===== src/rtl/fwdk2j.sv =====
// Two-joint planar forward kinematics using one shared iterative CORDIC rotator.
// Define FWDK2J_ROUND_EN to round each CORDIC shift term half-up instead of truncating.
module fwdk2j #(
    parameter logic [31:0] L1   = 32'h0000_8000,
    parameter logic [31:0] L2   = 32'h0000_8000,
    parameter int          ITER = 16
) (
    input  logic        clk,
    input  logic        rst,
    input  logic [31:0] in0,
    input  logic [31:0] in1,
    input  logic        in_valid,
    output logic        in_ready,
    output logic [31:0] out0,
    output logic [31:0] out1,
    output logic        out_valid
);

    typedef enum logic [2:0] {IDLE, PREP1, ROT1, PREP2, ROT2, ACC} state_t;

    localparam logic signed [33:0] PI  = 34'sd205887;
    localparam logic signed [33:0] HPI = 34'sd102944;
    localparam logic signed [33:0] TPI = 34'sd411775;
    localparam logic [4:0]         LAST = 5'(ITER - 1);

    // Start magnitudes are pre-divided by the CORDIC gain so no final scaling is needed.
    localparam longint KL1_L = (longint'(L1) * 64'sd607253 + 64'sd500000) / 64'sd1000000;
    localparam longint KL2_L = (longint'(L2) * 64'sd607253 + 64'sd500000) / 64'sd1000000;
    localparam logic signed [33:0] KL1 = 34'(KL1_L);
    localparam logic signed [33:0] KL2 = 34'(KL2_L);

    function automatic logic signed [33:0] atan_lut(input logic [4:0] i);
        case (i)
            5'd0:    return 34'sd51472;
            5'd1:    return 34'sd30386;
            5'd2:    return 34'sd16055;
            5'd3:    return 34'sd8150;
            5'd4:    return 34'sd4091;
            5'd5:    return 34'sd2047;
            5'd6:    return 34'sd1024;
            5'd7:    return 34'sd512;
            5'd8:    return 34'sd256;
            5'd9:    return 34'sd128;
            5'd10:   return 34'sd64;
            5'd11:   return 34'sd32;
            5'd12:   return 34'sd16;
            5'd13:   return 34'sd8;
            5'd14:   return 34'sd4;
            5'd15:   return 34'sd2;
            default: return 34'sd0;
        endcase
    endfunction

    function automatic logic signed [33:0] shr(input logic signed [33:0] v, input logic [4:0] i);
`ifdef FWDK2J_ROUND_EN
        logic signed [33:0] bias;
        bias = (i == 5'd0) ? 34'sd0 : (34'sd1 <<< (i - 5'd1));
        return (v + bias) >>> i;
`else
        return v >>> i;
`endif
    endfunction

    state_t             state, state_next;
    logic [4:0]         cnt;
    logic signed [33:0] x, y, z;
    logic signed [33:0] a1, a2;
    logic [31:0]        ax, ay;
    logic               neg;

    logic signed [33:0] ang, wrapped, folded;
    logic               fneg;
    logic signed [33:0] xs, ys, xn, yn, zn;
    logic               dpos;

    // Fold the pending angle into [-pi/2, pi/2]; the half-turn is undone by negating the pass result.
    always_comb begin
        ang = (state == PREP2) ? a2 : a1;
        wrapped = ang;
        if (ang > PI)
            wrapped = ang - TPI;
        else if (ang < -PI)
            wrapped = ang + TPI;
        folded = wrapped;
        fneg = 1'b0;
        if (wrapped > HPI) begin
            folded = wrapped - PI;
            fneg = 1'b1;
        end else if (wrapped < -HPI) begin
            folded = wrapped + PI;
            fneg = 1'b1;
        end
    end

    always_comb begin
        dpos = ~z[33];
        xs = shr(x, cnt);
        ys = shr(y, cnt);
        xn = dpos ? (x - ys) : (x + ys);
        yn = dpos ? (y + xs) : (y - xs);
        zn = dpos ? (z - atan_lut(cnt)) : (z + atan_lut(cnt));
    end

    always_comb begin
        state_next = state;
        in_ready = (state == IDLE);
        case (state)
            IDLE:    if (in_valid) state_next = PREP1;
            PREP1:   state_next = ROT1;
            ROT1:    if (cnt == LAST) state_next = PREP2;
            PREP2:   state_next = ROT2;
            ROT2:    if (cnt == LAST) state_next = ACC;
            ACC:     state_next = IDLE;
            default: state_next = IDLE;
        endcase
    end

    always_ff @(posedge clk or posedge rst) begin
        if (rst) begin
            state     <= IDLE;
            cnt       <= 5'd0;
            x         <= '0;
            y         <= '0;
            z         <= '0;
            a1        <= '0;
            a2        <= '0;
            ax        <= '0;
            ay        <= '0;
            neg       <= 1'b0;
            out0      <= '0;
            out1      <= '0;
            out_valid <= 1'b0;
        end else begin
            state     <= state_next;
            out_valid <= 1'b0;
            case (state)
                IDLE: begin
                    if (in_valid) begin
                        a1 <= {{2{in0[31]}}, in0};
                        a2 <= {{2{in0[31]}}, in0} + {{2{in1[31]}}, in1};
                    end
                end
                PREP1: begin
                    x   <= KL1;
                    y   <= '0;
                    z   <= folded;
                    neg <= fneg;
                    cnt <= 5'd0;
                end
                ROT1, ROT2: begin
                    x   <= xn;
                    y   <= yn;
                    z   <= zn;
                    cnt <= cnt + 5'd1;
                end
                PREP2: begin
                    // The old neg still applies to the link-1 partial sums captured here.
                    ax  <= neg ? -x[31:0] : x[31:0];
                    ay  <= neg ? -y[31:0] : y[31:0];
                    x   <= KL2;
                    y   <= '0;
                    z   <= folded;
                    neg <= fneg;
                    cnt <= 5'd0;
                end
                ACC: begin
                    out0      <= neg ? (ax - x[31:0]) : (ax + x[31:0]);
                    out1      <= neg ? (ay - y[31:0]) : (ay + y[31:0]);
                    out_valid <= 1'b1;
                end
                default: ;
            endcase
        end
    end

endmodule


===== config.mk =====
export PLATFORM = sky130hd
export DESIGN_NAME = fwdk2j
export DESIGN_NICKNAME = d
export VERILOG_FILES = /design/src/rtl/fwdk2j.sv
export SDC_FILE = /design/constraint.sdc
export NUM_CORES = 2
export LEC_CHECK = 0
export CORE_MARGIN = 2
export CORE_UTILIZATION = 57
export CTS_CLUSTER_DIAMETER = 150
export DETAILED_ROUTE_END_ITERATION = 8
export PLACE_DENSITY_LB_ADDON = 0.2
export SLEW_MARGIN = 20
export SYNTH_ARGS = -nofsm -noshare
export SYNTH_HDL_FRONTEND = slang
export SYNTH_SLANG_ARGS = --single-unit
export TNS_END_PERCENT = 30

===== constraint.sdc =====
create_clock -name clk -period 11.4 [get_ports clk]
set_clock_uncertainty 0.05 [all_clocks]
set_input_delay 2.28 -clock clk [delete_from_list [all_inputs] [get_ports clk]]
set_output_delay 2.28 -clock clk [all_outputs]
set_load 0.1 [all_outputs]

==> run_summary.xml <==
<?xml version="1.0" encoding="UTF-8"?>
<metrics>
  <group name="outcome">
    <metric name="status" unit="">finished, final reports clean</metric>
  </group>
  <group name="worst_setup_path">
    <metric name="timing.setup.critical_path_class" unit="">reg2reg</metric>
    <metric name="critical_path.reg2reg.startpoint" unit="">cnt[1]</metric>
    <metric name="depth_of_the_most_critical_reg_to_reg_path" unit="">25</metric>
    <metric name="timing.critical_path.fanout_max" unit="">73</metric>
    <metric name="crit-reg2reg-capture" unit="">z[33]</metric>
    <metric name="launch_point_of_the_worst_path" unit="">cnt[1]</metric>
    <metric name="end_kind" unit="">flip-flop</metric>
    <metric name="worstPathRequired" unit="ns">11.83</metric>
    <metric name="worst_setup_path_start_kind" unit="">flip-flop</metric>
    <metric name="worstPathArrival" unit="ns">8.15</metric>
    <metric name="endpoint_of_the_most_critical_setup_path" unit="">z[33]</metric>
    <metric name="ff2ff_setup_slack" unit="ns">3.68</metric>
  </group>
  <group name="sta">
    <metric name="tns" unit="ns">0</metric>
    <metric name="slew_headroom" unit="%">31.2</metric>
    <metric name="worstMarginPinSlew" unit="ns">1.03</metric>
    <metric name="final.period_utilization" unit="%">67.7</metric>
    <metric name="finalSetupViolations" unit="">0</metric>
    <metric name="final_hold_viol_count" unit="">0</metric>
    <metric name="max_clock_freq" unit="MHz">130</metric>
    <metric name="post-route-min-period" unit="ns">7.72</metric>
    <metric name="unrepaired_setup_endpoints_after_global_routing" unit="">no</metric>
    <metric name="slew_violations" unit="">0</metric>
  </group>
  <group name="cts">
    <metric name="clock_insertion_delay_worst_skew" unit="ns">0.59</metric>
    <metric name="cts.sink_count" unit="">305</metric>
    <metric name="post_cts_setup_buffer_count" unit="">0</metric>
    <metric name="clkSlewWorstSetupHoldPaths" unit="ns">0.06</metric>
    <metric name="cts.path.max_buffers" unit="">3</metric>
    <metric name="cts-hold-fix-buffers" unit="">0</metric>
    <metric name="cts_resized" unit="">0</metric>
    <metric name="tritoncts_clock_tree" unit="">built</metric>
    <metric name="tritoncts.num_buffers" unit="">39</metric>
    <metric name="htree_levels" unit="">2</metric>
    <metric name="cts_root_buf" unit="">sky130_fd_sc_hd__clkbuf_16</metric>
  </group>
  <group name="global_routing">
    <metric name="first_global_vias" unit="">29018</metric>
    <metric name="globalRoute.totalOverflow" unit="">0</metric>
    <metric name="track_usage" unit="%">31.2</metric>
    <metric name="global_route_wire_length_before_repair" unit="um">152000</metric>
    <metric name="grt_antenna_before_repair" unit="">0</metric>
    <metric name="largest_net_degree_at_the_start_of_global_routing" unit="">108</metric>
  </group>
  <group name="logic_synthesis">
    <metric name="netlist-cell-type-count" unit="">104</metric>
    <metric name="synthCells" unit="">4042</metric>
    <metric name="yosysWarningCount" unit="">0</metric>
    <metric name="synth_top_cell_area_share" unit="%">23.3</metric>
    <metric name="cell_area_after_technology_mapping" unit="um^2">32700</metric>
    <metric name="yosys_register_bits" unit="">305</metric>
    <metric name="synth_commonest_cells" unit="">478 x sky130_fd_sc_hd__nand2_1, 361 x sky130_fd_sc_hd__o21ai_0, 305 x sky130_fd_sc_hd__dfrtp_1</metric>
    <metric name="synth-edff-count" unit="">0</metric>
    <metric name="synth_top_cells_by_area" unit="">sky130_fd_sc_hd__dfrtp_1 23%, sky130_fd_sc_hd__ha_1 8.1%, sky130_fd_sc_hd__mux4_2 6.1%, sky130_fd_sc_hd__xnor2_1 5.7%, sky130_fd_sc_hd__o21ai_0 5.5%</metric>
    <metric name="netlist.top_cell.by_area" unit="">sky130_fd_sc_hd__dfrtp_1</metric>
    <metric name="synthFlopType" unit="">sky130_fd_sc_hd__dfrtp_1</metric>
    <metric name="yosysMostFrequentCell" unit="">sky130_fd_sc_hd__nand2_1</metric>
    <metric name="synth-async-reset-ratio" unit="%">100</metric>
    <metric name="syn-mean-instance-area" unit="um^2">8.09</metric>
    <metric name="synth.net_count" unit="">4327</metric>
    <metric name="ys_seq_area_share" unit="%">23.3</metric>
  </group>
  <group name="placed_design">
    <metric name="place.detailed.hpwl" unit="um">68400</metric>
    <metric name="io_buffer_count" unit="">132</metric>
    <metric name="last_weighted_congestion_value_of_the_routability_driven_placer" unit="">0.988</metric>
  </group>
  <group name="die">
    <metric name="design.die.area" unit="um^2">59300</metric>
    <metric name="core" unit="um^2">56500</metric>
    <metric name="boundaryPins" unit="">133</metric>
    <metric name="core.rowCount" unit="">87</metric>
    <metric name="floorplan.die.height" unit="um">243</metric>
    <metric name="floorplan.die.width" unit="um">243</metric>
    <metric name="effective_utilization_at_floorplan" unit="%">57.9</metric>
  </group>
  <group name="layout">
    <metric name="finish.net_count" unit="">4265</metric>
    <metric name="post_route_cells_drive_above_1_share" unit="%">7.96</metric>
    <metric name="areaGrowthSynthToFinish" unit="%">8.61</metric>
  </group>
  <group name="route">
    <metric name="wl_met3" unit="um">6410</metric>
    <metric name="drt_pre_antenna_iters" unit="">6</metric>
    <metric name="drt_wl_total" unit="um">93600</metric>
    <metric name="viasPerCell" unit="">6.35</metric>
    <metric name="met2RoutedLength" unit="um">44800</metric>
    <metric name="drt-met1-wl" unit="um">36600</metric>
    <metric name="remaining_drc_errors" unit="">0</metric>
    <metric name="maxUsedRoutingLayer" unit="">met4</metric>
    <metric name="route.vias.total" unit="">30261</metric>
    <metric name="drt.antenna.violating_nets" unit="">0</metric>
    <metric name="initialDrtViolationCount" unit="">2271</metric>
    <metric name="drt-wirelength-per-cell" unit="um">19.6</metric>
  </group>
  <group name="worst_hold_path">
    <metric name="hold-path-cell-count" unit="">2</metric>
    <metric name="hp-class" unit="">reg2reg</metric>
  </group>
  <group name="job">
    <metric name="timing.max_cap.violations" unit="">0</metric>
  </group>
</metrics>
## sequential cells by signal (all words and copies together), names as in the netlist
| name | flops |
|---|---|
| a2 | 33 |
| state | 3 |
| cnt | 5 |
| out0 | 32 |
| z | 34 |
| out1 | 32 |
| out_valid | 1 |
| x | 34 |
| ax | 32 |
| neg | 1 |
| y | 34 |
| ay | 32 |
| a1 | 32 |
## critical path: stages, from the launching register on
cell and delay (ns):
sky130_fd_sc_hd__dfrtp_4 0.51, sky130_fd_sc_hd__buf_4 0.75, sky130_fd_sc_hd__inv_1 0.39, sky130_fd_sc_hd__ha_1 0.35
sky130_fd_sc_hd__and3_1 0.19, sky130_fd_sc_hd__o21ai_0 0.39, sky130_fd_sc_hd__and3_1 0.29, sky130_fd_sc_hd__and3_1 0.18
sky130_fd_sc_hd__a21boi_1 0.69, sky130_fd_sc_hd__nor2_1 0.21, sky130_fd_sc_hd__xnor2_1 0.19, sky130_fd_sc_hd__ha_1 0.34
sky130_fd_sc_hd__and2_1 0.16, sky130_fd_sc_hd__a311oi_1 0.50, sky130_fd_sc_hd__o211a_1 0.27, sky130_fd_sc_hd__a2111o_1 0.14
sky130_fd_sc_hd__a31oi_1 0.11, sky130_fd_sc_hd__a31o_2 0.27, sky130_fd_sc_hd__o41ai_1 0.46, sky130_fd_sc_hd__o21ai_0 0.26
sky130_fd_sc_hd__nor3_1 0.24, sky130_fd_sc_hd__o21bai_1 0.11, sky130_fd_sc_hd__a21oi_1 0.17, sky130_fd_sc_hd__xnor2_1 0.14
sky130_fd_sc_hd__o22ai_1 0.10, sky130_fd_sc_hd__a21oi_1 0.16
## worst min-delay path by stage
stage	start	to
CTS	out1[8]	out1[8]
global placement	out1[6]	out1[6]
global route	out1[1]	out1[1]
finish	out1[8]	out1[8]
floorplan	ax[10]	ax[10]
detailed placement	out1[1]	out1[1]
## area by class of cell
type                       instances  area (um^2)
clock buffer                      48         1080
inverter                         100          383
timing repair buffer             166         1580
antenna                            1         2.50
sequential                       305         7650
multi-input combinational       3368        23600
tap                              756          946
fill                            4995        21000
clock inverter                    23          297
## cell families (layout without fill, tap and decap cells)
family	Yosys count	after routing	synth area share (%)
AO/OA/AOI/OAI	1114	1114	21.3
XOR/XNOR	418	418	11.2
adder cells (fa/ha/maj)	218	218	8.48
buffers and inverters	369	337	4.64
flip-flops	305	305	23.3
multiplexers	221	221	10.4
other	0	1	0
AND/OR/NAND/NOR	1397	1397	20.5
## stage by stage
step	hold slack [ns]	cell area (um^2)	setup WS [ns]	utilization, %	cells
finish	0.422	35500	3.68	62.8	4767
global route	0.454	35500	2.82	62.8	4766
CTS	0.432	35500	3.71	62.8	4766
detailed placement	0.416	34100	3.77	60.4	4695
global placement	0.410	34100	3.94	60.4	4695
floorplan	0.406	32700	0.639	-	4042
## placed cells by master (no fill, tap or decap), drive strengths merged, types with 57 or more instances in the layout
cell / instances
nand2: 478
o21ai: 375
dfrtp: 305
nor2: 292
a21oi: 248
xnor2: 215
ha: 212
xor2: 203
nand3: 139
clkdlybuf4s50: 132
nor3: 112
inv: 103
mux4: 89
mux2i: 75
a31oi: 69
nor2b: 59
o21a: 58
mux2: 57
## routing by layer
metal  vias to the layer above  GRT usage [%]
met3                       339           5.01
met2                      1195           53.6
li1                      14530              -
met5                         -              0
met4                         0           17.7
met1                     14197           37.2
Power is left out: the tool's default activity adds up to more than one toggle a clock period on the data nets, which glitch-free logic cannot reach.
